File: src/rtl/corelet_ctrl.sv
// corelet_ctrl: corelet instruction/address sequencer for one tile; CTRL_PERF_CNT_EN adds stall_cnt/cycle_cnt
module corelet_ctrl #(
    parameter int row = 8,
    parameter int col = 8,
    parameter int len_bw = 11
) (
    input  logic              clk,
    input  logic              reset,
    input  logic              start,
    input  logic              mode,
    input  logic [len_bw-1:0] len,
    input  logic              acc_en,
    input  logic              l0_full,
    input  logic              ofifo_valid,
    output logic [34:0]       inst,
    output logic              xmem_cen,
    output logic [len_bw-1:0] xmem_addr,
    output logic              pmem_wen,
    output logic [len_bw-1:0] pmem_addr,
    output logic              busy,
    output logic              done
`ifdef CTRL_PERF_CNT_EN
    ,
    output logic [31:0]       stall_cnt,
    output logic [31:0]       cycle_cnt
`endif
);
    typedef enum logic [2:0] {IDLE, WLOAD, KLOAD, ACT, EXEC, DRAIN, READ, DONE} state_t;
    localparam logic [len_bw-1:0] n_row = len_bw'(row);
    localparam logic [len_bw-1:0] n_rc = len_bw'(row + col);
    state_t state, ns;
    logic [len_bw-1:0] cnt, cnt_n, len_r;
    logic mode_r, acc_r, mode_n, acc_n, go, act, stall;
    logic [34:0] inst_n;
    // cnt holds the number of phase actions issued so far, including the current cycle;
    // every output is computed one edge ahead from the state being entered (ns)
    always_comb begin
        go = state == IDLE && start;
        mode_n = go ? mode : mode_r;
        acc_n = go ? acc_en : acc_r;
        ns = state;
        case (state)
            IDLE:  ns = start ? WLOAD : IDLE;
            WLOAD: if (cnt == n_row) ns = mode_r ? (len_r == '0 ? DONE : ACT) : KLOAD;
            KLOAD: if (cnt == n_rc) ns = len_r == '0 ? DONE : ACT;
            ACT:   if (cnt == len_r) ns = EXEC;
            EXEC:  if (cnt == len_r) ns = DRAIN;
            DRAIN: if (cnt == n_rc) ns = READ;
            READ:  if (cnt == len_r) ns = DONE;
            DONE:  ns = IDLE;
        endcase
        stall = ((ns == WLOAD || ns == ACT) && l0_full) || (ns == READ && !ofifo_valid);
        act = (ns inside {KLOAD, EXEC, DRAIN}) || ((ns inside {WLOAD, ACT, READ}) && !stall);
        cnt_n = (ns == state ? cnt : '0) + len_bw'(act);
        inst_n = '0;
        inst_n[34] = ns != IDLE && mode_n;
        inst_n[33] = ns == READ && acc_n;
        inst_n[6] = ns == READ && act;
        inst_n[5] = ns == EXEC && mode_n;
        inst_n[4] = ns == WLOAD && act && mode_n;
        inst_n[3] = ns == KLOAD || ns == EXEC;
        inst_n[2] = (ns == WLOAD && act && !mode_n) || (ns == ACT && act);
        inst_n[1] = ns == EXEC;
        inst_n[0] = ns == KLOAD;
    end
    always_ff @(posedge clk) begin
        if (reset) begin
            state <= IDLE;
            cnt <= '0;
            len_r <= '0;
            mode_r <= 1'b0;
            acc_r <= 1'b0;
            inst <= '0;
            xmem_cen <= 1'b1;
            xmem_addr <= '0;
            pmem_wen <= 1'b1;
            pmem_addr <= '0;
            busy <= 1'b0;
            done <= 1'b0;
        end else begin
            state <= ns;
            cnt <= cnt_n;
            mode_r <= mode_n;
            acc_r <= acc_n;
            if (go) len_r <= len;
            inst <= inst_n;
            xmem_cen <= !(inst_n[2] || inst_n[4]);
            xmem_addr <= ns == DONE ? '0 : xmem_addr + len_bw'(!xmem_cen);
            pmem_wen <= !inst_n[6];
            pmem_addr <= pmem_addr + len_bw'(!pmem_wen);
            busy <= ns != IDLE;
            done <= ns == DONE;
        end
    end
`ifdef CTRL_PERF_CNT_EN
    always_ff @(posedge clk) begin
        if (reset) begin
            stall_cnt <= '0;
            cycle_cnt <= '0;
        end else begin
            stall_cnt <= (go ? '0 : stall_cnt) + 32'(stall);
            cycle_cnt <= (go ? '0 : cycle_cnt) + 32'(ns != IDLE);
        end
    end
`endif
endmodule

File: config.mk
export PLATFORM = sky130hd
export DESIGN_NAME = corelet_ctrl
export DESIGN_NICKNAME = d
export VERILOG_FILES = /design/src/rtl/corelet_ctrl.sv
export SDC_FILE = /design/constraint.sdc
export NUM_CORES = 1
export LEC_CHECK = 0
export ABC_AREA = 0
export CELL_PAD_IN_SITES_DETAIL_PLACEMENT = 0
export CELL_PAD_IN_SITES_GLOBAL_PLACEMENT = 1
export CORE_ASPECT_RATIO = 0.9
export CORE_MARGIN = 2
export CORE_UTILIZATION = 37
export CTS_BUF_LIST = sky130_fd_sc_hd__clkbuf_2
export DETAILED_ROUTE_END_ITERATION = 8
export PLACE_DENSITY = 0.94
export SYNTH_ARGS = -nofsm -noshare
export SYNTH_HDL_FRONTEND = slang
export SYNTH_SLANG_ARGS = --single-unit
File: constraint.sdc
create_clock -name clk -period 3.4 [get_ports clk]
set_input_delay 0.34 -clock clk [delete_from_list [all_inputs] [get_ports clk]]
set_output_delay 0.34 -clock clk [all_outputs]
set_load 0.01 [all_outputs]
* Word-level counts from Yosys, hierarchy flattened *
Index checks and enable logic that the tools add are counted.
W data, S select, Z words.

storage, ports and cells
  register bits = 88
  word-level logic and storage cells = 78
  bits of input ports = 18
  output and inout port bits = 61

operators by class
  muxes and demuxes = 13
  eq/ne operators = 18
  add/subtract/negate cells = 3
  reductions and logical operators = 31

operators with widths
  kind                   count
  $add A11 B1 Y11        3
  $eq A3 B3 Y1 const B   8
  $mux W3                8
  $pmux W3 S8            1
  $eq A3 B2 Y1 const B   4
  $logic_and A1 B1 Y1    12
  $eq A11 B11 Y1         1
  $eq A11 B4 Y1 const B  1
  $eq A11 B5 Y1 const B  1
  $logic_not A11 Y1      1
  $mux W11               1
  $reduce_bool A3 Y1     3
  $logic_not A1 Y1       7
  $eq A3 B1 Y1 const B   2
  $logic_or A1 B1 Y1     6
  $eq A3 B3 Y1           1
  $logic_not A3 Y1       1
  $mux W1                3
  $reduce_or A2 Y1       1

* Depth between registers and ports, before layout *
  word-level depth = 17
  depth in mapped cells = 16
  depth with buffers taken out = 14

* Worst setup path after synthesis *
No wires, ideal clock.

  path type = register to register
  start point = register cnt[5]
  end point = register cnt[10]
  period minus slack after synthesis = 3,180 ps
  required time = 3,269 ps
  stages on the path, launching flop included = 16
  path buffers = 1
  setup slack = 220 ps
  data arrival time = 3,050 ps
  library setup time = 131 ps
  cells stage by stage = dfxtp_1 -> nor4_2 -> nand3_2 -> nand2b_1 -> and3_1 -> o221a_2 -> or4_4 -> buf_6 -> nor2_1 -> ha_1 -> ha_1 -> nand3_1 -> nor2_1 -> nand4_1 -> xor2_1 -> nor3_2

on the way
  word-level cells in the longest chain between the ends = 11
  elaborated cells between the ends (all ways) = 28
  those cells by class = 1 x add/sub; 10 x eq/ne; 8 x mux; 9 x reduce/logical

ends and longest elaborated chain
  item                                          line        source
  start: declaration                            32          logic [len_bw-1:0] cnt, cnt_n, len_r;
  start signal: assignment                      82          cnt <= cnt_n;
  $eq A11 B11 Y1 (tied with other cells)        46, 47, 49
  $mux W3 (tied with other cells)               49          READ: if (cnt == len_r) ns = DONE;
  $pmux W3 S8                                   42          case (state)
  $eq A3 B1 Y1 or $eq A3 B2 Y1 (tied branches)  52, 53
  $logic_or A1 B1 Y1                            52          stall = ((ns == WLOAD || ns == ACT) && l0_full) || (ns == READ && !ofifo_valid);
  $logic_and A1 B1 Y1                           52
  $logic_or A1 B1 Y1                            52
  $logic_not A1 Y1                              53          act = (ns inside {KLOAD, EXEC, DRAIN}) || ((ns inside {WLOAD, ACT, READ}) && !stall);
  $logic_and A1 B1 Y1                           53
  $logic_or A1 B1 Y1                            53
  $add A11 B1 Y11 *                             54          cnt_n = (ns == state ? cnt : '0) + len_bw'(act);

Every way passes the cells marked *; elsewhere a longest branch is shown, timed or not.
A chain may end at the register's enable or synchronous reset.

* Worst setup path after layout *
  start point = register state[2]
  end point = register cnt[10]

on the way
  word-level cells in the longest chain between the ends = 10
  elaborated cells between the ends (all ways) = 33
  those cells by class = 1 x add/sub; 14 x eq/ne; 8 x mux; 10 x reduce/logical

ends and longest elaborated chain
  item                                          line    source
  start: declaration                            31      state_t state, ns;
  start signal: assignment                      81      state <= ns;
  $eq A3 B3 Y1 (tied with other cells)          42
  $pmux W3 S8                                   42
  $eq A3 B1 Y1 or $eq A3 B2 Y1 (tied branches)  52, 53
  $logic_or A1 B1 Y1                            52
  $logic_and A1 B1 Y1                           52
  $logic_or A1 B1 Y1                            52
  $logic_not A1 Y1                              53
  $logic_and A1 B1 Y1                           53
  $logic_or A1 B1 Y1                            53
  $add A11 B1 Y11 *                             54

Marked as above.

==> qor.yml <==
power.density_nw_per_um2: 383
grt_pass1_wl_microns: 10200
slew_viol_final: 0
synth_cell_types: 52
synthArstFlopShare_pct: 0
max_stage_delay_ns: 0.49
netlist_instances: 343
r2r_setup_slack_ns: 0.19
skew_ns: 0.0195
clk_pin_slew_ns: 0.18
use_met1_pct: 17.8
detail-route-antenna-nets: 0
use_met2_pct: 22.7
clockRootBuffer: "clkbuf_2"
synth_seq_area_share_pct: 41.1
drtPass1Iterations: 4
synth_edf_count: 0
run_status: "finished, final reports clean"
ys_warn_count: 0
clkLatencyLatePin_ns: 0.50
cp_max_fo: 13
final_nets: 426
grt_overflow: 0
antenna_found_initial: 0
core_area_sq_um: 7990
critPathKind: "register to register"
routed_wirelength_microns: 6370
h-tree-depth: 3
final_common_cell: "dfxtp_1"
num_vias: 2418
grt_usage_pct: 14.2
period_needed_ns: 3.21
syn_to_final_growth_pct: 25.3
reg2reg_depth: 14
drtIter0Drc: 85
hold_start: "len[8]"
path_buf_inv: 0
grt_use_met3_pct: 4.35
cts_sinks: 62
rsz0062_at_grt: "false"
via_per_inst: 4.78
ir_drop_mv: 0.224
cp_cell_sequence: "nand4bb_1 -> o22ai_2 -> nand2b_4 -> and3_1 -> o221a_2 -> or4_4 -> nor2_1 -> ha_2 -> ha_4 -> nand3_2 -> nor2_4 -> nand4_1 -> xor2_1 -> nor3_2"
drv_cap: 0
syn-cell-area_sq_um: 3020
whs_path_depth: 3
tightest_slew_ns: 0.743
cp_top_family: "simple AND/OR/NAND/NOR gates"
cp.required_ns: 3.79
hold_class: "primary input to register"
start_kind: "register"
drc_errors: 0
avgSynthCellArea_sq_um: 8.81
cts_tree: "yes"
die_height_microns: 89.7
critPathLaunch: "state[2]"
io_buffers: 52
die_w_microns: 99.3
num_antenna_cells: 0
min_to: "len_r[8]"
gp_congestion: 0.846
most-common-layout-cells: "dfxtp_1, clkdlybuf4s50_1, nor2_1, nand2_1, conb_1"
grt_pass1_vias: 2227
relSlewSlack_pct: 50.3
hold_buffers: 0
grt_max_degree: 24
synthFlopType: "dfxtp_1"
r2r_end: "cnt[10]"
crit_slowest_cell: "or4_4"
leakagePower_uw: 0.00149
setup_viol_count_final: 0
layout-drive-gt1-share_pct: 14.5
io_pins: 79
row_count: 31
start_util_pct: 37.8
total_power_uw: 1450
cts_buffers: 9
fill_cells: 785
fin_crit_sh_pct: 94.3
cp.arrival_ns: 3.60
dieArea_sq_um: 8910
gr-max-usage-layer: "met2"
final-hold-violation-count: 0
wl_per_cell_microns: 12.6
ys_ff_latch: 62
fmax_mhz: 312
clockBufferDepth: 2
r2r-start: "state[2]"
dpl.hpwl_microns: 4700
setup_tns_ns: 0
whs_ns: 0.379
end_kind: "register"
[cells by family after synthesis]
family / Yosys count / synth area share [%]
AND/OR/NAND/NOR: 148 / 26.7
flip-flops: 62 / 41.1
buffers and inverters: 53 / 10.2
XOR/XNOR: 38 / 11.0
AO/OA/AOI/OAI: 33 / 7.74
adder cells (fa/ha/maj): 6 / 2.48
multiplexers: 2 / 0.663
other: 1 / 0.124
[metal layers]
layer / part of all wire [%] / vias to the layer above
li1: - / 1219
met1: 45 / 1113
met2: 48 / 77
met3: 6.4 / 9
met4: 1.2 / 0
met5: 0 / -
[cell type report]
class / instances / area, sq um / area share, %
Clock buffer: 9 / 45.0 / 1.19
Clock inverter: 7 / 96.3 / 2.54
Inverter: 13 / 48.8 / 1.29
Multi-Input combinational cell: 253 / 1620 / 42.8
Sequential cell: 62 / 1250 / 33.0
Tap cell: 99 / 124 / 3.27
Timing Repair Buffer: 63 / 603 / 15.9
[repair_timing]
action	4_1_cts	5_1_grt
endpoints found under the hold margin	0	0
setup endpoints to repair	0	7
buffers inserted	0	2
resized for setup	0	16
[state kept, by name, summed over array words and instances (netlist names)]
name / flops
xmem_addr: 11
inst: 9
len_r: 11
xmem_cen: 1
done: 1
mode_r: 1
cnt: 11
acc_r: 1
busy: 1
state: 3
pmem_addr: 11
pmem_wen: 1
[power by group]
part	internal (uW)	total, uW	switching, uW
clock network	246	532	286
logic	69.7	160	90.8
registers	744	759	14.6
total	1060	1450	392
[tightest hold or removal path, delay by kind of cell]
kind	cells	cell delay [ns]
buffers and inverters	1	0.39
and+or+nand+nor	1	0.06
AOI/OAI and AO/OA	1	0.05
[Yosys cell counts, drive strengths merged, types with 10 or more instances]
cell / number / area (sq um)
a21oi: 19 / 98.9
and3: 14 / 88.8
buf: 30 / 220
clkbuf: 10 / 38.8
dfxtp: 62 / 1240
inv: 13 / 48.8
nand2: 33 / 124
nand3: 16 / 85.1
nor2: 34 / 128
nor3: 14 / 121
xnor2: 21 / 184
xor2: 17 / 149
[metrics by stage]
step / instance area [sq um] / setup slack [ns] / std cells / utilization (%)
floorplan: 3120 / 0.220 / 368 / -
global placement: 3570 / 0.0852 / 488 / 44.7
detailed placement: 3570 / -0.0717 / 488 / 44.7
CTS: 3710 / 0.0490 / 504 / 46.4
global route: 3790 / 0.00825 / 506 / 47.4
finish: 3790 / 0.195 / 506 / 47.4
[how the worst max path moves through the flow]
| stage | to | slack (ns) | cells after the start |
|---|---|---|---|
| 3_5_place_dp | cnt[10] | -0.07 | 15 |
| 2_1_floorplan | cnt[10] | 0.22 | 15 |
| 3_3_place_gp | cnt[10] | 0.09 | 15 |
| 4_1_cts | cnt[10] | 0.05 | 14 |
| 6_report | cnt[10] | 0.19 | 14 |
| 5_1_grt | cnt[10] | 0.008 | 14 |
(Power assumes the default switching activity.)
